File: config.mk
export PLATFORM = sky130hd
export DESIGN_NAME = bcd2bin
export DESIGN_NICKNAME = d
export VERILOG_FILES = /design/src/rtl/bcd2bin.sv
export SDC_FILE = /design/constraint.sdc
export NUM_CORES = 1
export LEC_CHECK = 0
export ABC_AREA = 1
export BUFFER_PORTS_ARGS = -buffer_cell sky130_fd_sc_hd__buf_4
export CAP_MARGIN = 5
export CORE_ASPECT_RATIO = 1.4
export CORE_MARGIN = 10
export CORE_UTILIZATION = 58
export DETAILED_ROUTE_END_ITERATION = 16
export GPL_TIMING_DRIVEN = 0
export PLACE_DENSITY = 0.87
export SYNTH_ARGS = -nofsm -noshare
export SYNTH_HDL_FRONTEND = slang
export SYNTH_SLANG_ARGS = --single-unit
File: constraint.sdc
create_clock -name clk_i -period 2.64 [get_ports clk_i]
set_input_delay 0.528 -clock clk_i [delete_from_list [all_inputs] [get_ports clk_i]]
set_output_delay 0.528 -clock clk_i [all_outputs]
set_load 0.02 [all_outputs]
File: src/rtl/bcd2bin.sv
`default_nettype none
// +--------------------------------------------------------------------------+
// | bcd2bin : sequential BCD-to-binary decoder, one digit per clock (Horner) |
// | Rev 1.0 : initial release                                                |
// +--------------------------------------------------------------------------+
module bcd2bin #(
  parameter int Digits   = 4,
  parameter int BinWidth = 14
) (
  input  logic                  clk_i,
  input  logic                  rst_i,
  input  logic [4*Digits-1:0]   bcd_i,
  input  logic                  valid_i,
  output logic                  ready_o,
  output logic [BinWidth-1:0]   bin_o,
  output logic                  error_o,
  output logic                  valid_o,
  input  logic                  ready_i
);

  localparam logic [63:0]        c_RANGE     = 64'd10 ** Digits;
  localparam int                 c_MIN_WIDTH = $clog2(c_RANGE);
  localparam int                 c_CNT_W     = $clog2(Digits + 1);
  localparam logic [c_CNT_W-1:0] c_LAST      = c_CNT_W'(Digits - 1);

  localparam logic [1:0] c_IDLE = 2'd0;
  localparam logic [1:0] c_CONV = 2'd1;
  localparam logic [1:0] c_DONE = 2'd2;

  generate
    if (BinWidth < c_MIN_WIDTH) begin : g_width_check
      $error("bcd2bin: BinWidth too small to hold 10**Digits - 1");
    end
  endgenerate

  logic [1:0]            r_state;
  logic [1:0]            w_state_next;
  logic [4*Digits-1:0]   r_sr;
  logic [BinWidth-1:0]   r_acc;
  logic [BinWidth-1:0]   w_acc_next;
  logic [c_CNT_W-1:0]    r_cnt;
  logic [BinWidth-1:0]   r_bin;
  logic                  r_err;
  logic                  w_bad;
  logic                  w_accept;
  logic                  w_step;

  always_ff @(posedge clk_i) begin
    if (rst_i) begin
      r_state <= c_IDLE;
    end else begin
      r_state <= w_state_next;
    end
  end

  always_comb begin
    w_state_next = r_state;
    case (r_state)
      c_IDLE:  if (valid_i)         w_state_next = c_CONV;
      c_CONV:  if (r_cnt == c_LAST) w_state_next = c_DONE;
      c_DONE:  if (ready_i)         w_state_next = c_IDLE;
      default:                      w_state_next = c_IDLE;
    endcase
  end

  always_comb begin
    ready_o = (r_state == c_IDLE);
    valid_o = (r_state == c_DONE);
  end

  assign w_accept   = valid_i && (r_state == c_IDLE);
  assign w_step     = (r_state == c_CONV);
  // acc*10 as (acc<<3)+(acc<<1), then add the digit now at the top of the shifter
  assign w_acc_next = (r_acc << 3) + (r_acc << 1) + BinWidth'(r_sr[4*Digits-1 -: 4]);

  always_comb begin
    w_bad = 1'b0;
    for (int i = 0; i < Digits; i++) begin
      if (bcd_i[4*i +: 4] > 4'd9) w_bad = 1'b1;
    end
  end

  always_ff @(posedge clk_i) begin
    if (rst_i) begin
      r_sr  <= '0;
      r_acc <= '0;
      r_cnt <= '0;
      r_bin <= '0;
      r_err <= 1'b0;
    end else if (w_accept) begin
      r_sr  <= bcd_i;
      r_acc <= '0;
      r_cnt <= '0;
      r_err <= w_bad;
    end else if (w_step) begin
      r_sr  <= r_sr << 4;
      r_acc <= w_acc_next;
      r_cnt <= r_cnt + c_CNT_W'(1);
      // result register only moves on the final digit so it holds between results
      if (r_cnt == c_LAST) r_bin <= r_err ? '0 : w_acc_next;
    end
  end

  assign bin_o   = r_bin;
  assign error_o = r_err;

endmodule
`default_nettype wire

==> results.cfg <==
[outcome]
run_status = finished clean

[die]
die_h_um = 103
row_count = 30
core_area_sq_um = 4770
start_util_pct = 59.2
die_w_um = 79.0
dieArea_sq_um = 8100
ios = 37

[sta]
skew_ns = 0.00676
max_freq_mhz = 417
hold_ws_ns = 0.459
rsz0062_at_grt = no
hold_viol = 0
worst_pin_slew_ns = 0.543
worst_slew_margin_rel_pct = 63.8
tns_ns = 0
fin_ws_ns = 0.244
post-route-min-period_ns = 2.40
fin_crit_sh_pct = 90.8
setup_viol = 0
maxSlewViolCount = 0

[synthesis]
syn_area_sq_um = 2820
ys_seq_elements = 49
synthTopCellsByArea = dfxtp_1 35%, nand2_1 19%, ha_1 11%
seq_area_frac_synth_pct = 34.7
synth_edf_count = 0
yosys.area.top_type_share_pct = 34.7
syn_area_per_cell_sq_um = 7.11
synthTopCellsByCount = 141 x nand2_1, 50 x inv_1, 49 x dfxtp_1, 26 x a21oi_1, 24 x ha_1
netlist_instances = 397
yosys.area.top_type = dfxtp_1
yosysMostFrequentCell = nand2_1
synth_flop_cell = dfxtp_1
ys_types = 32
synth.yosys.warnings = 0
async_flop_share_pct = 0
synth_fp_nets = 443

[detailed_routing]
vias = 2652
postRouteAntennaNets = 0
first_pass_iters = 5
drtIter0Drc = 131
wl_per_cell_um = 13.6
drt-total-wl_mm = 6.88
route.detailed.drc = 0
vias_per_cell = 5.26

[placement]
pre_cts_ws_ns = 0.281
gp_congestion = 0.908
dp_hpwl_mm = 5.53
io_buffers = 35

[critical_path]
crit_path_top_delay_cell = fa_1
critical_path_class = flop to flop
critPathTopFamily = adder cells
cp.arrival_ns = 2.65
path_buf_inv = 2
path_max_fanout = 4
cp_cell_sequence = inv_1 -> fa_1 -> inv_1 -> ha_1 -> nand3_1 -> nand3_1 -> nand2_1 -> nand2_1 -> xor2_1 -> nand2_1 -> a21oi_2
cp-start-kind = flop
cpPeakStageDelay_ns = 0.55
required_ns = 2.89
cp_common_cell = nand2_1
worstSetupEndpointType = flop

[cts]
ctsResizeCount = 0
post_cts_buffers = 0
numCtsBuffers = 5
cts_tree = yes
clock-sinks = 49
cts_max_path_buffers = 2
cts_root_buf = clkbuf_8
clkSlewWorstSetupHoldPaths_ns = 0.09
clk_latency_ns = 0.31
htree_levels = 2
cts_hold_buf = 0

[global_route]
grt_usage_pct = 17.6
antenna_found_initial = 0
grt_max_degree = 16
grt_pass1_wl_mm = 11.5
first_global_vias = 2691
overflow = 0

[cells_and_area]
multi_input_area_sq_um = 1550
fillers = 427
nNetsFinal = 485
layout-drive-gt1-share_pct = 15.2
synthToLayoutAreaGrowth_pct = 15.9
antennaDiodeCount = 0
ff_latch_area_sq_um = 981

[pwr]
leakagePower_nw = 1.65
ir_drop_uv = 523
p_per_area_nw_per_um2 = 468

[hold_path]
hp-class = input port to flop

[flow_run]
maxCapViolCount = 0
[final timing paths]
path	startpoint	to	slack, ns	cells after the start
worst min-delay path	rst_i	r_sr[15]	0.46	2
worst max-delay path	r_acc[2]	bin_o[9]	0.24	11
worst min register to register	bin_o[3]	bin_o[3]	0.47	2
worst max register to register	r_acc[2]	bin_o[9]	0.24	11
[power by group]
group / internal [W] / switching (W) / total [W]
clock network: 0.000242 / 0.000255 / 0.000497
registers: 0.000768 / 0.0000238 / 0.000792
logic: 0.0000991 / 0.000143 / 0.000243
total: 0.00111 / 0.000422 / 0.00153
[cell families (layout without fill, tap and decap cells)]
group,Yosys count,after routing,share of synthesized area [%]
buffers and inverters,65,108,10.5
xor gates and xnor gates,6,6,1.86
and+or+nand+nor,192,192,29.0
adders and majority gates,26,26,12.1
DFF,49,49,34.7
AOI/OAI and AO/OA,59,59,11.8
[sequential cells by signal (all words and copies together), names as in the netlist]
| register | cells |
|---|---|
| bin_o | 14 |
| error_o | 1 |
| r_acc | 13 |
| r_cnt | 3 |
| r_sr | 16 |
| r_state | 2 |
[per-stage QoR]
step | cells | utilization [%] | cell area, sq um | power [W]
6_report | 504 | 68.6 | 3270 | 0.00153
4_1_cts | 504 | 68.6 | 3270 | 0.00154
3_3_place_gp | 496 | 66.4 | 3170 | 0.00104
3_5_place_dp | 496 | 66.4 | 3170 | 0.00105
2_1_floorplan | 397 | - | 2820 | 0.000968
5_1_grt | 504 | 68.6 | 3270 | 0.00159
[area by class of cell]
class | instances | area share, %
Sequential cell | 49 | 30.0
Timing Repair Buffer | 35 | 8.03
Clock inverter | 1 | 0.268
Inverter | 51 | 5.85
Buffer | 14 | 3.25
Multi-Input combinational cell | 283 | 47.2
Clock buffer | 7 | 2.94
Tap cell | 64 | 2.45
[routing by layer]
metal  track usage [%]  wire, um  up-vias
li1                  -         -     1347
met1              15.8      2510     1203
met2              34.2      3760       74
met3              4.28       286       28
met4              10.7       321        0
met5                 0         0        -
[layout by cell type, fill, tap and decap left out, drive strengths merged]
cell	Yosys	final
xor2	4	4
or2	1	1
nand3b	1	1
fa	2	2
nand4	3	3
a21oi	30	30
a21o	1	1
nand3	16	16
and3	1	1
nor3b	1	1
inv	51	52
xnor2	2	2
dfxtp	49	49
nand2	142	142
a31oi	13	13
ha	24	24
o21a	1	1
o21ai	13	13
nor2	27	27
o211ai	1	1
buf	11	46
clkbuf	3	10
No activity file was read; power rests on OpenSTA's default activity.
